### src/rtl/dm_arbiter.sv
// Two-master round-robin arbiter for the dm_4k word memory, with read-modify-write byte stores.
// Define DM_ARB_M0_PRIO_EN to give M0 fixed priority instead of round-robin.
module dm_arbiter #(
    parameter int ADDR_W = 10,
    parameter int DATA_W = 32
) (
    input  logic                  clk,
    input  logic                  rst,
    input  logic                  m0_req,
    input  logic                  m0_we,
    input  logic [ADDR_W-1:0]     m0_addr,
    input  logic [DATA_W-1:0]     m0_wdata,
    input  logic [DATA_W/8-1:0]   m0_be,
    output logic                  m0_ack,
    output logic [DATA_W-1:0]     m0_rdata,
    input  logic                  m1_req,
    input  logic                  m1_we,
    input  logic [ADDR_W-1:0]     m1_addr,
    input  logic [DATA_W/8-1:0]   m1_be,
    input  logic [DATA_W-1:0]     m1_wdata,
    output logic                  m1_ack,
    output logic [DATA_W-1:0]     m1_rdata,
    output logic [ADDR_W-1:0]     dm_addr,
    output logic [DATA_W-1:0]     dm_din,
    output logic                  dm_we,
    input  logic [DATA_W-1:0]     dm_dout,
    output logic                  busy
);

    localparam int BE_W = DATA_W / 8;

    typedef enum logic {ST_IDLE, ST_RMW} state_t;

    state_t              state_q;
    logic                m0_ack_q, m1_ack_q;
    logic [DATA_W-1:0]   m0_rdata_q, m1_rdata_q;
    logic [ADDR_W-1:0]   rmw_addr_q;
    logic [DATA_W-1:0]   rmw_data_q, rmw_data_d;
    logic                rmw_owner_q;
`ifndef DM_ARB_M0_PRIO_EN
    logic                last_grant_q;
`endif

    logic                elig0, elig1, grant, win;
    logic                w_we, be_full, be_zero;
    logic [ADDR_W-1:0]   w_addr;
    logic [DATA_W-1:0]   w_wdata;
    logic [BE_W-1:0]     w_be;

    always_comb begin
        // A master whose ack is on the wire this cycle still shows its old request.
        elig0 = m0_req & ~m0_ack_q;
        elig1 = m1_req & ~m1_ack_q;
`ifdef DM_ARB_M0_PRIO_EN
        win = ~elig0;
`else
        win = (elig0 & elig1) ? ~last_grant_q : elig1;
`endif
        grant   = (state_q == ST_IDLE) & (elig0 | elig1);
        w_we    = win ? m1_we    : m0_we;
        w_addr  = win ? m1_addr  : m0_addr;
        w_wdata = win ? m1_wdata : m0_wdata;
        w_be    = win ? m1_be    : m0_be;
        be_full = &w_be;
        be_zero = ~|w_be;

        rmw_data_d = dm_dout;
        for (int i = 0; i < BE_W; i++) begin
            if (w_be[i]) rmw_data_d[i*8 +: 8] = w_wdata[i*8 +: 8];
        end

        dm_addr = '0;
        dm_din  = '0;
        dm_we   = 1'b0;
        if (state_q == ST_RMW) begin
            dm_addr = rmw_addr_q;
            dm_din  = rmw_data_q;
            dm_we   = ~rst;
        end else if (grant) begin
            dm_addr = w_addr;
            dm_din  = w_wdata;
            dm_we   = w_we & be_full & ~rst;
        end
    end

    always_ff @(posedge clk) begin
        if (rst) begin
            state_q    <= ST_IDLE;
            m0_ack_q   <= 1'b0;
            m1_ack_q   <= 1'b0;
            m0_rdata_q <= '0;
            m1_rdata_q <= '0;
`ifndef DM_ARB_M0_PRIO_EN
            last_grant_q <= 1'b1;
`endif
        end else begin
            m0_ack_q <= 1'b0;
            m1_ack_q <= 1'b0;
            case (state_q)
                ST_IDLE: begin
                    if (grant) begin
`ifndef DM_ARB_M0_PRIO_EN
                        last_grant_q <= win;
`endif
                        if (!w_we || be_full || be_zero) begin
                            if (win) m1_ack_q <= 1'b1;
                            else     m0_ack_q <= 1'b1;
                            if (!w_we) begin
                                if (win) m1_rdata_q <= dm_dout;
                                else     m0_rdata_q <= dm_dout;
                            end
                        end else begin
                            // Partial store: merge now, write the whole word next cycle.
                            rmw_addr_q  <= w_addr;
                            rmw_owner_q <= win;
                            rmw_data_q  <= rmw_data_d;
                            state_q     <= ST_RMW;
                        end
                    end
                end
                ST_RMW: begin
                    if (rmw_owner_q) m1_ack_q <= 1'b1;
                    else             m0_ack_q <= 1'b1;
                    state_q <= ST_IDLE;
                end
                default: state_q <= ST_IDLE;
            endcase
        end
    end

    assign m0_ack   = m0_ack_q;
    assign m1_ack   = m1_ack_q;
    assign m0_rdata = m0_rdata_q;
    assign m1_rdata = m1_rdata_q;
    assign busy     = (state_q == ST_RMW);

endmodule
### config.mk
export PLATFORM = sky130hd
export DESIGN_NAME = dm_arbiter
export DESIGN_NICKNAME = d
export VERILOG_FILES = /design/src/rtl/dm_arbiter.sv
export SDC_FILE = /design/constraint.sdc
export NUM_CORES = 1
export LEC_CHECK = 0
export ABC_AREA = 1
export BUFFER_PORTS_ARGS = -buffer_cell sky130_fd_sc_hd__buf_4
export CAP_MARGIN = 40
export CELL_PAD_IN_SITES_DETAIL_PLACEMENT = 0
export CELL_PAD_IN_SITES_GLOBAL_PLACEMENT = 1
export CORE_MARGIN = 3
export CORE_UTILIZATION = 35
export DETAILED_ROUTE_END_ITERATION = 10
export GPL_TIMING_DRIVEN = 0
export PLACE_DENSITY_LB_ADDON = 0.25
export SLEW_MARGIN = 0
export SYNTH_ARGS = -nofsm -noshare
export SYNTH_HDL_FRONTEND = slang
export SYNTH_SLANG_ARGS = --single-unit
export TNS_END_PERCENT = 100
### constraint.sdc
create_clock -name clk -period 12.4 [get_ports clk]
set_input_delay 2.48 -clock clk [delete_from_list [all_inputs] [get_ports clk]]
set_output_delay 2.48 -clock clk [all_outputs]
set_load 0.01 [all_outputs]
==> metrics.cfg, run 1 <==
[grt]
grt_usage=0.2177
grt_pass1_wl_um=27880
grt_pass1_vias=5428
grt_antenna_before_repair=0
grt_max_degree=18
gr-total-overflow=0

[sta]
setup_tns_ns=0
hold_viol=0
tightest_slew_ns=0.5859
timing.fmax_mhz=148.4
finalMaxSlewViolations=0
rsz0062_at_grt=no
fin_crit_ns=6.738
fin_crit_sh=0.5434
setup_viol=0
finClkSkew_ns=0.008076
relSlewSlack=0.6094
hold_ws_ns=0.4525

[drt]
drtAntennaViolNets=0
post-route-drc-count=0
drt-initial-drc-count=378
viasPerCell=5.066
drt_wl_total_um=18320
first_pass_iters=5
vias=5486
wire_per_inst_um=16.91

[die]
die_h_um=127.3
num_rows=43
die_w_um=127.3
start_util=0.3641
io_pins=240
core-area_um2=14150
die_area_um2=16210

[synthesis]
synthTopCellsByCount=nand2_1 (149), nor2_1 (102), dfxtp_1 (68)
synth_top_area_cell=dfxtp_1
ys_types=23
synth_area_leaders=dfxtp_1 (26%), edfxtp_1 (25%), nand2_1 (11%)
syn-num-nets=774
yosysMostFrequentCell=nand2_1
async_flop_share=0
synth_enable_flop_cells=43
yosys_warnings=0
yosys.area.top_type_share=0.2642
yosys_most_used_dff=dfxtp_1
synth_area_um2=5152
ys_ff_latch=111
synth_cells=644
ys_seq_area_frac=0.5148
avgSynthCellArea_um2=8.001

[critical_path]
critPathCaptureType=primary output
worstPathRequired_ns=9.92
arrival_ns=4.26
crit_path_start_kind=input pin
critPathMaxFanout=10
crit_type=input pin to primary output

[cts]
cts_num_sinks=111
cts_max_level=3
clockBufferDepth=2
clkSlewWorstSetupHoldPaths_ns=0.08
ctsResizeCount=0
clk_latency_ns=0.35
cts_tree=built
ctsHoldBuffers=0
post-cts-setup-buffer-count=0
root_buffer=clkbuf_16
numCtsBuffers=9

[hold_path]
hold_class=flip-flop to flip-flop

[job]
cap_violations=0

[final_layout]
drive_gt1_frac=0.3012
fin_util=0.5283
final_nets=1028
nFillCells=1360
areaGrowthSynthToFinish_pct=45.09
diodes=0

[placed_design]
dp_hpwl_um=14170
placement.io_buffers=239
gp_congestion=0.8200

[power]
ir_drop_mv=0.05670
p_leak_nw=3.530
cellPowerDensity_nw_per_um2=136.4

[status]
status=finished, final reports clean

## final timing paths
kind / startpoint / end / slack [ns] / cells past startpoint
hold / removal: m1_rdata[4] / m1_rdata[4] / 0.45 / 2
setup / recovery: m1_req / dm_din[19] / 5.66 / 10
setup reg to reg: m0_ack / rmw_data_q[6] / 9.79 / 11
hold reg to reg: m1_rdata[4] / m1_rdata[4] / 0.45 / 2
## where the power goes
part	switching [mW]	internal [mW]
registers	0.0144	0.418
logic	0.178	0.142
clock network	0.133	0.135
total	0.326	0.694
## flip-flops by register name, summed over array words and instances, names as in the netlist
signal and count:
busy 1, m0_ack 1, last_grant_q 1, m0_rdata 32, m1_ack 1, rmw_addr_q 10
m1_rdata 32, rmw_data_q 32, rmw_owner_q 1
## final cells by class
class	count	area [µm²]	share of cell area
clock buffer	9	225.2	0.03013
multi-input combinational	447	2177	0.2912
tap	180	225.2	0.03013
sequential	111	2653	0.3548
clock inverter	7	40.04	0.005356
buffer	41	158.9	0.02126
inverter	45	168.9	0.02259
timing repair buffer	243	1828	0.2445
## metal layers
metal  vias up  track usage  routed length, µm  share of wire
met2       206       0.3673               8790           0.48
met5         -            0                  0              0
met3        32      0.05142               1342          0.073
met4         0      0.08454                474          0.026
met1      2565       0.2695               7709           0.42
li1       2683            -                  -              -
## critical path: stages
cell and delay [ns]:
buf_4 0.08, inv_1 0.05, nor2_4 0.22, nand2_2 0.19
inv_2 0.24, clkbuf_1 0.45, nand2_1 0.18, nand2_1 0.11
a22o_1 0.13, buf_4 0.12
## stage by stage
stage               instance area (µm²)  worst slack (ns)  instances  total power [mW]
floorplan                          5152             5.562        644            0.5998
global placement                   7172             3.797       1063            0.7544
detailed placement                 7211             5.658       1067            0.7613
CTS                                7476             5.611       1083             1.029
global route                       7476             5.435       1083             1.075
finish                             7476             5.662       1083             1.020
## cells in the final DEF (no fill, tap or decap)
master | Yosys | routed
nor2_4 | 1 | 1
inv_1 | 41 | 41
clkbuf_16 | 0 | 9
a21oi_4 | 1 | 1
edfxtp_1 | 43 | 43
clkinv_1 | 0 | 3
o21ai_0 | 67 | 67
a31oi_1 | 32 | 32
buf_4 | 0 | 242
nor3_1 | 2 | 1
clkbuf_1 | 31 | 31
nand3b_1 | 3 | 3
clkinvlp_4 | 0 | 2
nand2_1 | 149 | 149
clkinv_2 | 0 | 1
nand2_2 | 1 | 1
buf_2 | 4 | 4
nand4_2 | 1 | 1
nor3_4 | 1 | 1
a22o_1 | 42 | 42
buf_6 | 0 | 1
buf_1 | 6 | 6
or2_2 | 1 | 1
nand3_1 | 10 | 10
nor2_1 | 102 | 102
nand3_2 | 1 | 1
dfxtp_1 | 68 | 68
nor3_2 | 0 | 1
a21oi_1 | 33 | 33
clkinv_4 | 0 | 1
inv_2 | 4 | 4
## logic make-up after synthesis
| logic type | count (synthesis) | synth area share |
|---|---|---|
| and+or+nand+nor | 272 | 0.2110 |
| AOI/OAI and AO/OA | 175 | 0.2105 |
| DFF | 111 | 0.5148 |
| buffers and inverters | 86 | 0.06362 |
Power figures use the tool's default switching activity.
==> run 2, diff against run 1 <==
CORE_UTILIZATION = 33   (was 35)
clock period = 6.3 ns   (was 12.4 ns; I/O delays follow)
==> run 2 against run 1 <==
  * Global-route usage fell by 0.99 points
  * Count of clock-buffer cells in the layout up 1
  * Critical path depth unchanged
  * Die area is 5.8% higher
  * Sequential share of layout area fell by 0.22 points
  * Cell area grew 0.64%
  * Sequential cell count stayed put
==> metrics.cfg, run 2 (synthesis gave the netlist of run 1 again) <==
[sta]
rsz0062_at_grt=no
finalMaxSlewViolations=0  ; unchanged
timing.fmax_mhz=230.3
setup_viol=0  ; unchanged
hold_viol=0  ; unchanged
fin_crit_sh=0.6894
relSlewSlack=0.4303  ; -0.1791
tightest_slew_ns=0.8499  ; +0.2640 ns
fin_crit_ns=4.343
finClkSkew_ns=0.006786  ; -0.001290 ns
hold_ws_ns=0.4487  ; -0.003834 ns

[placed_design]
dp_hpwl_um=14320  ; +1.1%
gp_congestion=0.8050  ; -1.8%
dp_cells=1098  ; +2.9%
place_area_um2=7257  ; +0.64%
placement.io_buffers=239  ; unchanged

[cts]
ctsResizeCount=0  ; unchanged
numCtsBuffers=9  ; unchanged
clkSlewWorstSetupHoldPaths_ns=0.07  ; about the same
cts_tree=built
cts_max_level=3  ; unchanged
root_buffer=clkbuf_16
ctsHoldBuffers=0  ; unchanged
clockBufferDepth=2  ; unchanged
clk_latency_ns=0.35  ; about the same
post-cts-setup-buffer-count=0  ; unchanged
cts_num_sinks=111  ; unchanged

[grt]
grt_antenna_before_repair=0  ; unchanged
grt_max_degree=18  ; unchanged
grt_pass1_vias=5112  ; -5.8%
gr-total-overflow=0  ; unchanged
grt_pass1_wl_um=27360  ; -1.9%
grt_usage=0.2078  ; -0.009903

[drt]
post-route-drc-count=0  ; unchanged
drt_wl_total_um=18610  ; +1.6%
first_pass_iters=5  ; unchanged
vias=5374  ; -2.0%
drtAntennaViolNets=0  ; unchanged
wire_per_inst_um=16.70  ; -1.2%
viasPerCell=4.824  ; -4.8%
drt-initial-drc-count=346  ; -8.5%

[critical_path]
crit_path_top_delay_cell=clkbuf_1
critPathCaptureType=primary output
crit_path_start_kind=input pin
path_cells=buf_4, inv_1, nor2_4, nand2_2, inv_2, clkbuf_1, nand2_1, nand2_1, a22o_1, buf_4
crit_type=input pin to primary output
worstPathRequired_ns=5.04  ; -4.88 ns
cp_top_family=buffers and inverters
critPathMaxFanout=10  ; unchanged
crit_start=m1_req
cp_num_buf_inv=5  ; unchanged
arrival_ns=3.08  ; -1.18 ns
r2r-start=m1_ack
cpPeakStageDelay_ns=0.50  ; +0.05 ns
timing.reg2reg.setup_slack_ns=3.28  ; -6.51 ns

[die]
io_pins=240  ; unchanged
die_h_um=131.0  ; +2.8%
start_util=0.3377  ; -0.02646
core-area_um2=15260  ; +7.8%
die_area_um2=17150  ; +5.8%
num_rows=45  ; +4.7%
die_w_um=131.0  ; +2.8%

[power]
cellPowerDensity_nw_per_um2=267.5  ; +96%
p_leak_nw=3.533  ; +0.10%
ir_drop_mv=0.1236  ; +120%

[final_layout]
nFillCells=1517  ; +12%
fin_util=0.4931  ; -0.03527
final_nets=1028  ; unchanged
drive_gt1_frac=0.3023  ; +0.001107
seqCellArea_um2=2653  ; unchanged
diodes=0  ; unchanged
areaGrowthSynthToFinish_pct=46.02
postLayoutCellArea_um2=7523  ; +0.64%
final_cell_mix=buf_4 (240), nand2_1 (149), nor2_1 (102)
final_common_cell=buf_4
multi_input_area_um2=2177  ; unchanged
finalNonFillerCells=1114  ; +2.9%

[hold_path]
hold_class=flip-flop to flip-flop
hp-start=m1_rdata[31]

[job]
cap_violations=0  ; unchanged

[status]
status=finished, final reports clean

run 2: final timing paths:
check	endpoint	cells past startpoint
setup reg to reg	rmw_data_q[7]	8
hold / removal	m1_rdata[31]	2
hold reg to reg	m1_rdata[31]	2
setup / recovery	dm_din[4]	10
run 2: stage by stage:
step / TNS (ns) / setup WS (ns) / total power, mW
global placement: -61.31 / -1.429 / 1.490
finish: 0 / 1.957 / 2.012
global route: 0 / 1.760 / 2.124
detailed placement: 0 / 1.959 / 1.503
CTS: 0 / 1.957 / 2.037
floorplan: 0 / 0.6822 / 1.181
run 2: report_power, final:
part | internal [mW] | total, mW | switching, mW
Clock | 0.267 | 0.531 | 0.264
Combinational | 0.280 | 0.631 | 0.351
Sequential | 0.823 | 0.851 | 0.0279
run 2: worst reg2reg max path: cells and delay by family (launching register included):
kind / cells / cell delay (ns)
buf+inv: 3 / 0.77
simple gates: 4 / 1.34
compound gates: 1 / 0.26
flops: 1 / 0.35
run 2: routing by layer:
metal | GRT usage | part of all wire | vias up
met1 | 0.2673 | 0.43 | 2489
met2 | 0.3426 | 0.48 | 178
li1 | - | - | 2691
met3 | 0.05366 | 0.073 | 16
met4 | 0.06534 | 0.015 | 0
met5 | 0 | 0 | -
run 2: area by class of cell:
class / instances / share of cell area
Buffer: 41 / 0.02112
Sequential cell: 111 / 0.3526
Tap cell: 211 / 0.03509
Timing Repair Buffer: 243 / 0.2440
Multi-Input combinational cell: 447 / 0.2894
Clock inverter: 6 / 0.004989
Clock buffer: 10 / 0.03043
Inverter: 45 / 0.02245
==> run 3, diff against run 2 <==
clock period = 4.06 ns   (was 6.3 ns; I/O delays follow)
==> run 3 against run 2 <==
  * Worst hold slack better by 0.00087 ns
  * Cell count is 0.18% lower
  * Count of clock-buffer cells in the layout is 1 higher
  * Die area stayed put
  * Largest power group unchanged
  * Highest routed layer unchanged
  * Via count is 0.17% higher
  * Combinational power is 55% higher
  * Power is 57% higher
  * Setup slack worse by 1.3 ns
  * Critical endpoint is now dm_din[8]
  * Sequential cell count stayed put
  * Global-route usage is 0.25 points lower
==> metrics.cfg, run 3 (synthesis gave the netlist of run 1 again) <==
[status]
status=finished, final reports clean

[sta]
timing.fmax_mhz=292.1
layout_setup_ws_ns=0.6369  ; -1.320 ns
fin_crit_ns=3.423
rsz0062_at_grt=no
finalMaxSlewViolations=0  ; unchanged
hold_viol=0  ; unchanged
tightest_slew_ns=0.6206  ; -0.2293 ns
fin_crit_sh=0.8431
relSlewSlack=0.5849  ; +0.1546
setup_tns_ns=0  ; unchanged
finClkSkew_ns=0.004995  ; -0.001791 ns
setup_viol=0  ; unchanged

[power]
ir_drop_mv=0.1914  ; +55%
internal-power_mw=2.185  ; +60%
p_comb_frac=0.308  ; -0.006
cellPowerDensity_nw_per_um2=420.6  ; +57%
swShare=0.3104  ; -0.008950
pwr-share-clk=0.276  ; +0.012
p_leak_nw=3.541  ; +0.21%
netSwitchingPower_mw=0.9835  ; +53%
pwr-share-seq=0.416  ; -0.007

[drt]
drt-initial-drc-count=258  ; -25%
wire_per_inst_um=16.49  ; -1.3%
vias=5383  ; +0.17%
post-route-drc-count=0  ; unchanged
viasPerCell=4.841  ; +0.35%
drtAntennaViolNets=0  ; unchanged
first_pass_iters=7  ; +2
drt_wl_total_um=18330  ; -1.5%

[grt]
grt_antenna_before_repair=0  ; unchanged
grt_pass1_wl_um=27090  ; -0.98%
grt_usage=0.2053  ; -0.002543
gr-total-overflow=0  ; unchanged
grt_pass1_vias=5195  ; +1.6%
grt_max_degree=19  ; +1

[critical_path]
critPathCaptureType=primary output
crit_end=dm_din[8]
crit_start=m1_req
crit_type=input pin to primary output
timing.reg2reg.setup_slack_ns=1.41  ; -1.87 ns
critPathMaxFanout=10  ; unchanged
worstPathRequired_ns=3.25  ; -1.79 ns
arrival_ns=2.61  ; -0.47 ns
r2r_cells=11  ; +3
crit_path_start_kind=input pin
r2r-start=m0_ack
r2r-end=rmw_data_q[5]

[die]
die_area_um2=17150  ; unchanged
start_util=0.3377  ; unchanged
num_rows=45  ; unchanged
die_w_um=131.0  ; unchanged
io_pins=240  ; unchanged
core-area_um2=15260  ; unchanged
die_h_um=131.0  ; unchanged

[final_layout]
drive_gt1_frac=0.2997  ; -0.002659
final_cell_mix=buf_4 (239), nand2_1 (149), nor2_1 (102)
fin_util=0.4937  ; +0.0006560
areaGrowthSynthToFinish_pct=46.21
final_nets=1026  ; -0.19%
diodes=0  ; unchanged
final_common_cell=buf_4

[placed_design]
dp_hpwl_um=14180  ; -0.92%
place_ws_ns=0.6193  ; -1.340 ns
placement.io_buffers=239  ; unchanged
gp_congestion=0.7982  ; -0.84%

[cts]
numCtsBuffers=9  ; unchanged
cts_num_sinks=111  ; unchanged
ctsHoldBuffers=0  ; unchanged
clkSlewWorstSetupHoldPaths_ns=0.07  ; about the same
post-cts-setup-buffer-count=0  ; unchanged
cts_tree=built
cts_max_level=3  ; unchanged
clockBufferDepth=2  ; unchanged
ctsResizeCount=0  ; unchanged
clk_latency_ns=0.35  ; about the same
root_buffer=clkbuf_16

[hold_path]
hold_class=flip-flop to flip-flop
hold_path_depth=2  ; unchanged

[job]
cap_violations=0  ; unchanged

[run 3: stage by stage]
step | area (µm²) | hold slack, ns | total power [mW] | cells
finish | 7533 | 0.4495 | 3.168 | 1112
global route | 7533 | 0.4632 | 3.339 | 1112
global placement | 7216 | 0.4367 | 2.303 | 1094
detailed placement | 7252 | 0.4410 | 2.325 | 1096
floorplan | 5157 | 0.4560 | 1.831 | 644
CTS | 7533 | 0.4520 | 3.199 | 1112
[run 3: how the worst min path moves through the flow]
| stage | end | from |
|---|---|---|
| 5_1_grt | m1_rdata[1] | m1_rdata[1] |
| 4_1_cts | m1_rdata[22] | m1_rdata[22] |
| 3_3_place_gp | m1_rdata[2] | m1_rdata[2] |
| 6_report | m1_rdata[7] | m1_rdata[7] |
| 3_5_place_dp | m1_rdata[22] | m1_rdata[22] |
| 2_1_floorplan | last_grant_q | last_grant_q |
[run 3: routing by layer]
layer	routed length, µm	global-route usage	vias to the layer above
met5	0	0	-
met3	1485	0.05772	28
met1	7779	0.2566	2473
met4	413	0.08167	0
met2	8655	0.3351	193
li1	-	-	2689
[run 3: cell type report]
cell class / instances / area (µm²)
repair buffers: 241 / 1824
well taps: 211 / 264.0
multi-input cells: 447 / 2183
flip-flops and latches: 111 / 2653
fillers: 1501 / 7725
plain buffers: 41 / 158.9
clock buffers: 11 / 232.7
clock inverters: 5 / 48.80
inverters: 45 / 168.9
[run 3: power by group through the flow]
stage          combinational, mW  sequential, mW  clock, mW
5_1_grt                     1.08            1.33      0.934
2_1_floorplan              0.463            1.37          0
6_report                   0.975            1.32      0.874
3_5_place_dp               0.982            1.34          0
3_3_place_gp               0.961            1.34          0
4_1_cts                    0.986            1.32      0.895
[run 3: critical path, cell delays in order]
cell and delay (ns):
buf_4 0.08, inv_1 0.05, nor2_4 0.21, nand2_2 0.20, inv_2 0.25, clkbuf_1 0.50
nand2_1 0.16, nand2_1 0.10, a22o_1 0.13, buf_4 0.12
